<file path="src/rtl/mux_shift_add_multiplier_pkg.sv">
// Shared definitions for the shift-add multiplier.
//   DEFAULT_WIDTH : default operand width
//   state_t       : controller state encoding (2'd3 is illegal and recovers to IDLE)
package mux_shift_add_multiplier_pkg;

  localparam int unsigned DEFAULT_WIDTH = 8;

  typedef enum logic [1:0] {
    ST_IDLE = 2'd0,
    ST_RUN  = 2'd1,
    ST_DONE = 2'd2
  } state_t;

endpackage

</file>
<file path="src/rtl/mux_shift_add_multiplier_ripple_adder.sv">
// Ripple-carry adder built from single-bit full_adder cells.
//   full_adder   : a, b, cin -> sum, cout (1 bit)
//   ripple_adder : a[WIDTH], b[WIDTH], cin -> sum[WIDTH], cout
module full_adder (
  input  logic a,
  input  logic b,
  input  logic cin,
  output logic sum,
  output logic cout
);

  logic w_p;

  assign w_p  = a ^ b;
  assign sum  = w_p ^ cin;
  assign cout = (a & b) | (cin & w_p);

endmodule

module ripple_adder #(
  parameter int unsigned WIDTH = 8
) (
  input  logic [WIDTH-1:0] a,
  input  logic [WIDTH-1:0] b,
  input  logic             cin,
  output logic [WIDTH-1:0] sum,
  output logic             cout
);

  logic [WIDTH:0] w_carry;

  assign w_carry[0] = cin;
  assign cout       = w_carry[WIDTH];

  for (genvar i = 0; i < WIDTH; i++) begin : g_fa
    full_adder u_fa (
      .a    (a[i]),
      .b    (b[i]),
      .cin  (w_carry[i]),
      .sum  (sum[i]),
      .cout (w_carry[i+1])
    );
  end

endmodule

</file>
<file path="src/rtl/mux_shift_add_multiplier.sv">
// Sequential unsigned WIDTH x WIDTH multiplier, one partial product per cycle.
// Ports:
//   clk, rst_n            : clock, asynchronous active-low reset
//   in_valid/in_ready     : operand handshake, a (multiplicand), b (multiplier)
//   out_valid/out_ready   : product handshake, product = a*b (2*WIDTH bits)
//   busy                  : high while an operation is in RUN or DONE
module mux_shift_add_multiplier
  import mux_shift_add_multiplier_pkg::*;
#(
  parameter int unsigned WIDTH = DEFAULT_WIDTH
) (
  input  logic               clk,
  input  logic               rst_n,
  input  logic               in_valid,
  output logic               in_ready,
  input  logic [WIDTH-1:0]   a,
  input  logic [WIDTH-1:0]   b,
  output logic               out_valid,
  input  logic               out_ready,
  output logic [2*WIDTH-1:0] product,
  output logic               busy
);

  localparam int unsigned CW = $clog2(WIDTH);

  state_t             r_state;
  state_t             w_next;
  logic               r_armed;
  logic [WIDTH-1:0]   r_mcand;
  logic [WIDTH-1:0]   r_mplier;
  logic [2*WIDTH-1:0] r_acc;
  logic [CW-1:0]      r_count;

  logic               w_accept;
  logic               w_last;
  logic [WIDTH-1:0]   w_pp;
  logic [WIDTH-1:0]   w_sum;
  logic               w_cout;

  // r_armed keeps in_ready low while reset is held and for the edge it is
  // released on; it rises at the first clock edge after reset deasserts.
  assign in_ready  = r_armed && (r_state == ST_IDLE);
  assign out_valid = (r_state == ST_DONE);
  assign busy      = (r_state == ST_RUN) || (r_state == ST_DONE);
  assign product   = r_acc;

  assign w_accept  = in_ready && in_valid;
  assign w_last    = (r_count == CW'(WIDTH - 1));

  // Partial-product mux: multiplicand or zero, by the current multiplier LSB.
  assign w_pp = r_mplier[0] ? r_mcand : '0;

  ripple_adder #(
    .WIDTH (WIDTH)
  ) u_adder (
    .a    (r_acc[2*WIDTH-1:WIDTH]),
    .b    (w_pp),
    .cin  (1'b0),
    .sum  (w_sum),
    .cout (w_cout)
  );

  always_ff @(posedge clk or negedge rst_n) begin
    if (!rst_n) begin
      r_state <= ST_IDLE;
      r_armed <= 1'b0;
    end else begin
      r_state <= w_next;
      r_armed <= 1'b1;
    end
  end

  always_comb begin
    w_next = r_state;
    case (r_state)
      ST_IDLE: if (w_accept)  w_next = ST_RUN;
      ST_RUN:  if (w_last)    w_next = ST_DONE;
      ST_DONE: if (out_ready) w_next = ST_IDLE;
      default:                w_next = ST_IDLE;
    endcase
  end

  always_ff @(posedge clk or negedge rst_n) begin
    if (!rst_n) begin
      r_mcand  <= '0;
      r_mplier <= '0;
      r_acc    <= '0;
      r_count  <= '0;
    end else begin
      case (r_state)
        ST_IDLE: begin
          if (w_accept) begin
            r_mcand  <= a;
            r_mplier <= b;
            r_acc    <= '0;
            r_count  <= '0;
          end
        end
        ST_RUN: begin
          // Sum lands in the upper half with its carry; the lower half shifts
          // right, pushing out the product bit already finalised.
          r_acc    <= {w_cout, w_sum, r_acc[WIDTH-1:1]};
          r_mplier <= {1'b0, r_mplier[WIDTH-1:1]};
          if (!w_last) r_count <= r_count + 1'b1;
        end
        default: ;
      endcase
    end
  end

endmodule

</file>
<file path="config.mk">
export PLATFORM = sky130hd
export DESIGN_NAME = mux_shift_add_multiplier
export DESIGN_NICKNAME = d
export VERILOG_FILES = /design/src/rtl/mux_shift_add_multiplier_pkg.sv /design/src/rtl/mux_shift_add_multiplier_ripple_adder.sv /design/src/rtl/mux_shift_add_multiplier.sv
export SDC_FILE = /design/constraint.sdc
export NUM_CORES = 1
export LEC_CHECK = 0
export ABC_AREA = 1
export CAP_MARGIN = 20
export CELL_PAD_IN_SITES_DETAIL_PLACEMENT = 0
export CELL_PAD_IN_SITES_GLOBAL_PLACEMENT = 1
export CORE_MARGIN = 1.5
export CORE_UTILIZATION = 41
export CTS_CLUSTER_DIAMETER = 40
export DETAILED_ROUTE_END_ITERATION = 6
export GPL_ROUTABILITY_DRIVEN = 0
export PLACE_DENSITY = 0.81
export SLEW_MARGIN = 0
export SYNTH_ARGS = -nofsm -noshare
export SYNTH_HDL_FRONTEND = slang
export SYNTH_HIERARCHICAL = 1
export SYNTH_SLANG_ARGS = --single-unit
</file>
<file path="constraint.sdc">
create_clock -name clk -period 12.08 [get_ports clk]
set_clock_uncertainty 0.1 [all_clocks]
set_input_delay 3.02 -clock clk [delete_from_list [all_inputs] [get_ports clk]]
set_output_delay 3.02 -clock clk [all_outputs]
set_load 0.05 [all_outputs]
</file>
==> impl_results.md, run 1 <==
* CP Buf/Inv Count at 3
* Largest net degree at the start of global routing at 39
* Worst skew pair latency at 0.28 ns
* Max Slew Vio Count at 0
* WP data required at 8.96 ns
* CP delay by family, top: buffers and inverters
* R2R Path Start: r_mplier[0]$_DFFE_PN0P_
* Post-route clock period utilization at a little over two fifths
* Clock share of power at approximately 18%
* Critical path class: reg2out
* Clock root buffer: clkbuf_8
* Status: complete, no violations
* Post-Synthesis Cells at between 200 and 250
* Post-CTS Setup Bufs at 0
* DP Wirelength at 2.62 mm
* Worst setup EP type: primary output
* Slowest stage delay, CP at 0.83 ns
* Seq pwr share at 34.4%
* Initial DRC count at 59
* YS warnings at 6
* Vias per cell at 4.71
* Slew @ Worst Pin at about 0.84 ns
* Net Sw Power at 0.270 mW
* Post-synthesis sequential area ratio at between 40 and 50%
* Unrepaired setup endpoints after global routing: no
* Post-Synthesis Cell Area at 0.00202 sq mm
* Worst hold path type: reg2reg
* CTS H-tree depth at 2
* Final setup viols at 0
* Vias in the first global route at around 1.5k
* Internal Power at approximately 0.32 mW
* Die Height at about 73 microns
* Top-level I/O count at 39
* N_diodes at 0
* Final core utilization at roughly 53%
* Min Tclk post-route at 5.26 ns
* Syn nets at 269
* Initial Utilization at between 40% and 50%
* Top post-synthesis cells by area: dfrtp_1 47%, nand2_1 17%, nand3_1 13%
* Clock Sink Count at 38
* Worst slack at placement at a little over 7 ns
* WL final at between 3 and 4 mm
* Post-route setup TNS at 0 ns
* CTS max path bufs at 2
* Antenna-violating nets left at 0
* CTS buffer count at 5
* Die area at about 0.0054 sq mm
* Area Overhead vs Synth at 24.3%
* Core area at 0.00472 sq mm
* VDD IR max at between 0.1 and 0.15 mV
* Row count at 25
* Yosys top cell area share at between 40% and 50%
* Nets@finish at ~300
* CP Cell Sequence: inv_1, ha_1, nand2_1, clkinv_1, clkdlybuf4s50_1
* Grt total ovfl at 0
* Highest achievable clock rate at 0.190 GHz
* P_leak at 1.36 nW
* CP Launch Type: flip-flop
* Tot Pwr at approximately 0.59 mW
* Largest fanout on the critical path at 9
* CP max stage cell: clkdlybuf4s50_1
* Sw Ratio at between 40% and 50%
* Max-cap violation count at 0
* Commonest non-fill, non-tap cell in the layout: nand2_1
* First-pass GRT wire length at approximately 6.7 mm
* Clock transition at the registers of the reported paths at around 0.070 ns
* Yosys reg bits at 38
* GRT Total Usage at between 15 and 20%
* PD cells at between 200 and 250 mW/mm^2
* Residual DRC count at 0
* Most frequent cells in the layout: 92 x nand2_1, 51 x nand3_1, 38 x dfrtp_1
* Gate power share at 48.1%
* Yosys cell types at 19
* Drt pass-1 iters at 4
* PnR worst setup slack at just under 7 ns
* Syn Area/Cell at between 8 and 9 sq um
* Final hold viol count at 0
* Die width at around 73 microns
* CTS tree: built
* Number of I/O port buffers at 38
* Routed WL per cell at roughly 11 microns
* Yosys top cell by area: dfrtp_1
* Hold-fix buffer count after cts at 0
* Vias at between 1.5k and 2k
* Layout cell share with drive strength beyond 1 at around 6%
* Source of the critical timing path: r_state[0]$_DFFE_PN0P_
* Resize count post-CTS at 0
* Slew headroom at around 44%
* Initial antenna violation count at 0
* Hold path startpoint: r_mcand[4]$_DFFE_PN0P_
* Critical Path AT at between 2 and 2.5 ns
-- final timing paths --
path | cells past startpoint | to | slack, ns
min in group asynchronous | 1 | product[5]$_DFFE_PN0P_ | 2.73
worst min register to register | 2 | r_mcand[4]$_DFFE_PN0P_ | 0.38
max in group asynchronous | 1 | product[14]$_DFFE_PN0P_ | 8.62
worst min-delay path | 2 | r_mcand[4]$_DFFE_PN0P_ | 0.38
worst max-delay path | 5 | in_ready | 6.82
worst max register to register | 12 | product[14]$_DFFE_PN0P_ | 7.92
-- metrics by stage --
stage	area (sq um)	hold WS (ns)	cells
3_3_place_gp	2400	0.365	329
2_1_floorplan	2020	0.346	235
4_1_cts	2510	0.385	337
3_5_place_dp	2400	0.365	329
5_1_grt	2510	0.408	337
6_report	2510	0.381	337
-- layout make-up --
cell class	count	area, sq um
clock buffer	5	68.8
timing repair buffer	39	383
tap	67	83.8
inverter	17	63.8
clock inverter	3	40.0
sequential	38	951
multi-input combinational	168	921
fill	450	2210
-- power by group through the flow --
stage | combinational (mW) | clock (mW) | sequential [mW]
2_1_floorplan | 0.190 | 0 | 0.237
3_3_place_gp | 0.286 | 0 | 0.206
3_5_place_dp | 0.289 | 0 | 0.207
4_1_cts | 0.289 | 0.108 | 0.204
5_1_grt | 0.320 | 0.112 | 0.212
6_report | 0.285 | 0.104 | 0.204
-- flip-flops by register name (all words and copies together), names as in the netlist --
name      count
r_armed       1
r_count       3
r_mcand       8
r_state       2
r_mplier      8
product      16
-- synthesized netlist by cell type, drive strengths merged --
cell type,count
nor2,1
conb,2
dfrtp,38
inv,16
buf,11
clkbuf,1
o21ai,3
fa,8
nand3,52
clkinv,1
nand2,94
nand3b,2
ha,6
-- logic make-up after synthesis --
| family | after synthesis | share of synthesized area (%) |
|---|---|---|
| AOI/OAI and AO/OA | 3 | 0.929 |
| adders and majority gates | 14 | 11.6 |
| buffers and inverters | 29 | 7.31 |
| DFF | 38 | 47.1 |
| other | 2 | 0.372 |
| and+or+nand+nor | 149 | 32.7 |
-- worst register-to-register path: stages, from the launching register on --
cell and delay, ns:
dfrtp_1 0.49, nand2_1 0.10, inv_1 0.05, fa_1 0.39, fa_1 0.38, fa_1 0.38, fa_1 0.39, fa_1 0.39
fa_1 0.39, fa_1 0.39, fa_1 0.48, nand3_1 0.07, nand2_1 0.08
-- metal layers --
metal	GRT usage [%]	wire, microns
met1	21.5	1770
met2	25.7	1860
met3	4.28	141
met4	5.87	51
met5	0	0
Power figures use the tool's default switching activity.
==> run 2, diff against run 1 <==
--- a/config.mk
+++ b/config.mk
@@ -10,11 +10,11 @@
 export CELL_PAD_IN_SITES_DETAIL_PLACEMENT = 0
 export CELL_PAD_IN_SITES_GLOBAL_PLACEMENT = 1
 export CORE_MARGIN = 1.5
-export CORE_UTILIZATION = 41
+export CORE_UTILIZATION = 38
 export CTS_CLUSTER_DIAMETER = 40
 export DETAILED_ROUTE_END_ITERATION = 6
 export GPL_ROUTABILITY_DRIVEN = 0
-export PLACE_DENSITY = 0.81
+export PLACE_DENSITY = 0.76
 export SLEW_MARGIN = 0
 export SYNTH_ARGS = -nofsm -noshare
 export SYNTH_HDL_FRONTEND = slang
==> constraint.sdc (replaced) <==
create_clock -name clk -period 5.1 [get_ports clk]
set_clock_uncertainty 0.1 [all_clocks]
set_input_delay 1.275 -clock clk [delete_from_list [all_inputs] [get_ports clk]]
set_output_delay 1.275 -clock clk [all_outputs]
set_load 0.05 [all_outputs]
==> impl_results.md, run 2 (synthesized netlist as in run 1, its figures left out) <==
* CP Launch Type: flip-flop
* Critical Path AT at 4.27 ns (+2.13 ns)
* Final setup viols at 0 (unchanged)
* CTS buffer count at 5 (unchanged)
* R2R depth at 12 (unchanged)
* Slew @ Worst Pin at 0.858 ns (+0.0186 ns)
* Fin cells at 338 (+0.30%)
* Metal1 wirelength at 2.03 mm (+15%)
* Slew headroom at 42.8% (-1.2 points)
* Vias at 1586 (unchanged)
* Met3 Routed Length at 190 microns (+35%)
* GRT Total Usage at 15.7% (-0.52 points)
* CTS tree: built
* Initial DRC count at 84 (+42%)
* Flop2flop setup slack at 0.96 ns (-6.96 ns)
* First-pass GRT wire length at 7.19 mm (+7.6%)
* Storage cell area at 951 sq um (unchanged)
* Resize count post-CTS at 0 (unchanged)
* Die width at 75.9 microns (+3.7%)
* Number of fill cells at 520 (+16%)
* Vias per cell at 4.69 (-0.30%)
* WP data required at 5.23 ns (-3.73 ns)
* Top-level I/O count at 39 (unchanged)
* CP max stage cell: fa_1
* Post-route setup TNS at 0 ns (unchanged)
* Inst Count DP at 332 (+0.91%)
* Number of I/O port buffers at 38 (unchanged)
* Met2 routed WL at 1.82 mm (-2.1%)
* Residual DRC count at 0 (unchanged)
* Area Overhead vs Synth at 23.2%
* CTS H-tree depth at 2 (unchanged)
* Most frequent cells in the layout: 92 x nand2_1, 51 x nand3_1, 38 x dfrtp_1
* DP Wirelength at 2.68 mm (+2.5%)
* Highest achievable clock rate at 0.241 GHz
* CP delay by family, top: adder cells
* Source of the critical timing path: r_mplier[0]$_DFFE_PN0P_
* Commonest non-fill, non-tap cell in the layout: nand2_1
* Clock Sink Count at 38 (unchanged)
* Hold depth at 2 (unchanged)
* Antenna-violating nets left at 0 (unchanged)
* VDD IR max at 0.195 mV (+46%)
* Worst hold path type: reg2reg
* Row count at 26 (+4.0%)
* Max reg flops at 16 (unchanged)
* Unrepaired setup endpoints after global routing: no
* Routed WL per cell at 12.2 microns (+7.0%)
* Tot Pwr at 1.37 mW (+130%)
* Grt total ovfl at 0 (unchanged)
* Layout cell share with drive strength beyond 1 at 5.22% (-0.70 points)
* Worst skew pair latency at 0.29 ns (about the same)
* Max-cap violation count at 0 (unchanged)
* Worst setup EP type: flip-flop
* Multi-input logic area at 921 sq um (unchanged)
* FF-to-FF End: product[14]$_DFFE_PN0P_
* Clock transition at the registers of the reported paths at 0.07 ns (about the same)
* CTS max path bufs at 2 (unchanged)
* Hold-fix buffer count after cts at 0 (unchanged)
* Worst slack at placement at 0.955 ns (-6.16 ns)
* Top Layer Used: met4
* Slowest stage delay, CP at 0.48 ns (-0.35 ns)
* Nets@finish at 303 (unchanged)
* Status: complete, no violations
* PnR worst setup slack at 0.957 ns (-5.86 ns)
* Core area at 0.00511 sq mm (+8.1%)
* Critical path class: reg2reg
* PD cells at 550 mW/mm^2 (+130%)
* CP Buf/Inv Count at 1 (-2)
* CP Cell Sequence: nand2_1, inv_1, fa_1, fa_1, fa_1, fa_1, fa_1, fa_1, fa_1, fa_1, nand3_1, nand2_1
* Hold slack at 0.381 ns (+0.000668 ns)
* R2R Path Start: r_mplier[0]$_DFFE_PN0P_
* Max Slew Vio Count at 0 (unchanged)
* Largest net degree at the start of global routing at 39 (unchanged)
* Min Tclk post-route at 4.14 ns
* P_leak at 1.35 nW (-1.1%)
* Post-CTS Setup Bufs at 0 (unchanged)
* Final hold viol count at 0 (unchanged)
* Die area at 0.00576 sq mm (+7.6%)
* Post-route clock period utilization at 81.2%
* Drt pass-1 iters at 4 (unchanged)
* Worst Hold End: r_mcand[0]$_DFFE_PN0P_
* Largest fanout on the critical path at 9 (unchanged)
* Initial Utilization at 39.5% (-3.2 points)
* WL final at 4.11 mm (+7.3%)
* Hold path startpoint: r_mcand[0]$_DFFE_PN0P_
* N_diodes at 0 (unchanged)
* Clock root buffer: clkbuf_8
* Vias in the first global route at 1483 (-1.4%)
* Initial antenna violation count at 0 (unchanged)
* Die Height at 75.9 microns (+3.7%)
* CP most frequent cell: fa_1
-- run 2: cell types whose count changed in the layout (fill, tap and decap cells not counted) --
cell       change
bufinv_16      -1
clkinv_2       -2
clkbuf_8       +1
-- run 2: final cells by class --
type | count | area share, %
well taps | 70 | 3.52
clock buffers | 6 | 3.32
repair buffers | 39 | 15.4
inverters | 17 | 2.56
flip-flops and latches | 38 | 38.2
multi-input cells | 168 | 37.0
-- run 2: power breakdown --
| group | internal [mW] | leakage, nW | switching (mW) |
|---|---|---|---|
| combinational | 0.215 | 0.804 | 0.463 |
| clock | 0.104 | 0.0431 | 0.103 |
| sequential | 0.404 | 0.499 | 0.0786 |
-- run 2: layer usage --
metal	global-route usage, %	vias up
met5	0	-
met4	7.78	0
met3	3.25	5
met2	24.2	40
met1	21.1	733
li1	-	808
-- run 2: worst max-delay path by stage --
stage                                   end  slack [ns]  depth (start not counted)
floorplan           product[14]$_DFFE_PN0P_        0.99                         10
global placement    product[14]$_DFFE_PN0P_        1.01                         12
detailed placement  product[14]$_DFFE_PN0P_        0.96                         12
CTS                 product[14]$_DFFE_PN0P_        0.95                         12
global route        product[14]$_DFFE_PN0P_        0.85                         12
finish              product[14]$_DFFE_PN0P_        0.96                         12
-- run 2: per-stage QoR --
step | util (%) | cell area [sq um]
after floorplan | - | 2020
after global placement | 47.1 | 2410
after detailed placement | 47.1 | 2410
after CTS | 48.7 | 2490
after global routing | 48.7 | 2490
final | 48.7 | 2490
-- run 2: worst reg2reg max path, cell delays in order (launching register included) --
cell,delay (ns)
dfrtp_1,0.47
nand2_1,0.09
inv_1,0.05
fa_1,0.40
fa_1,0.39
fa_1,0.39
fa_1,0.39
fa_1,0.40
fa_1,0.39
fa_1,0.38
fa_1,0.49
nand3_1,0.07
nand2_1,0.07
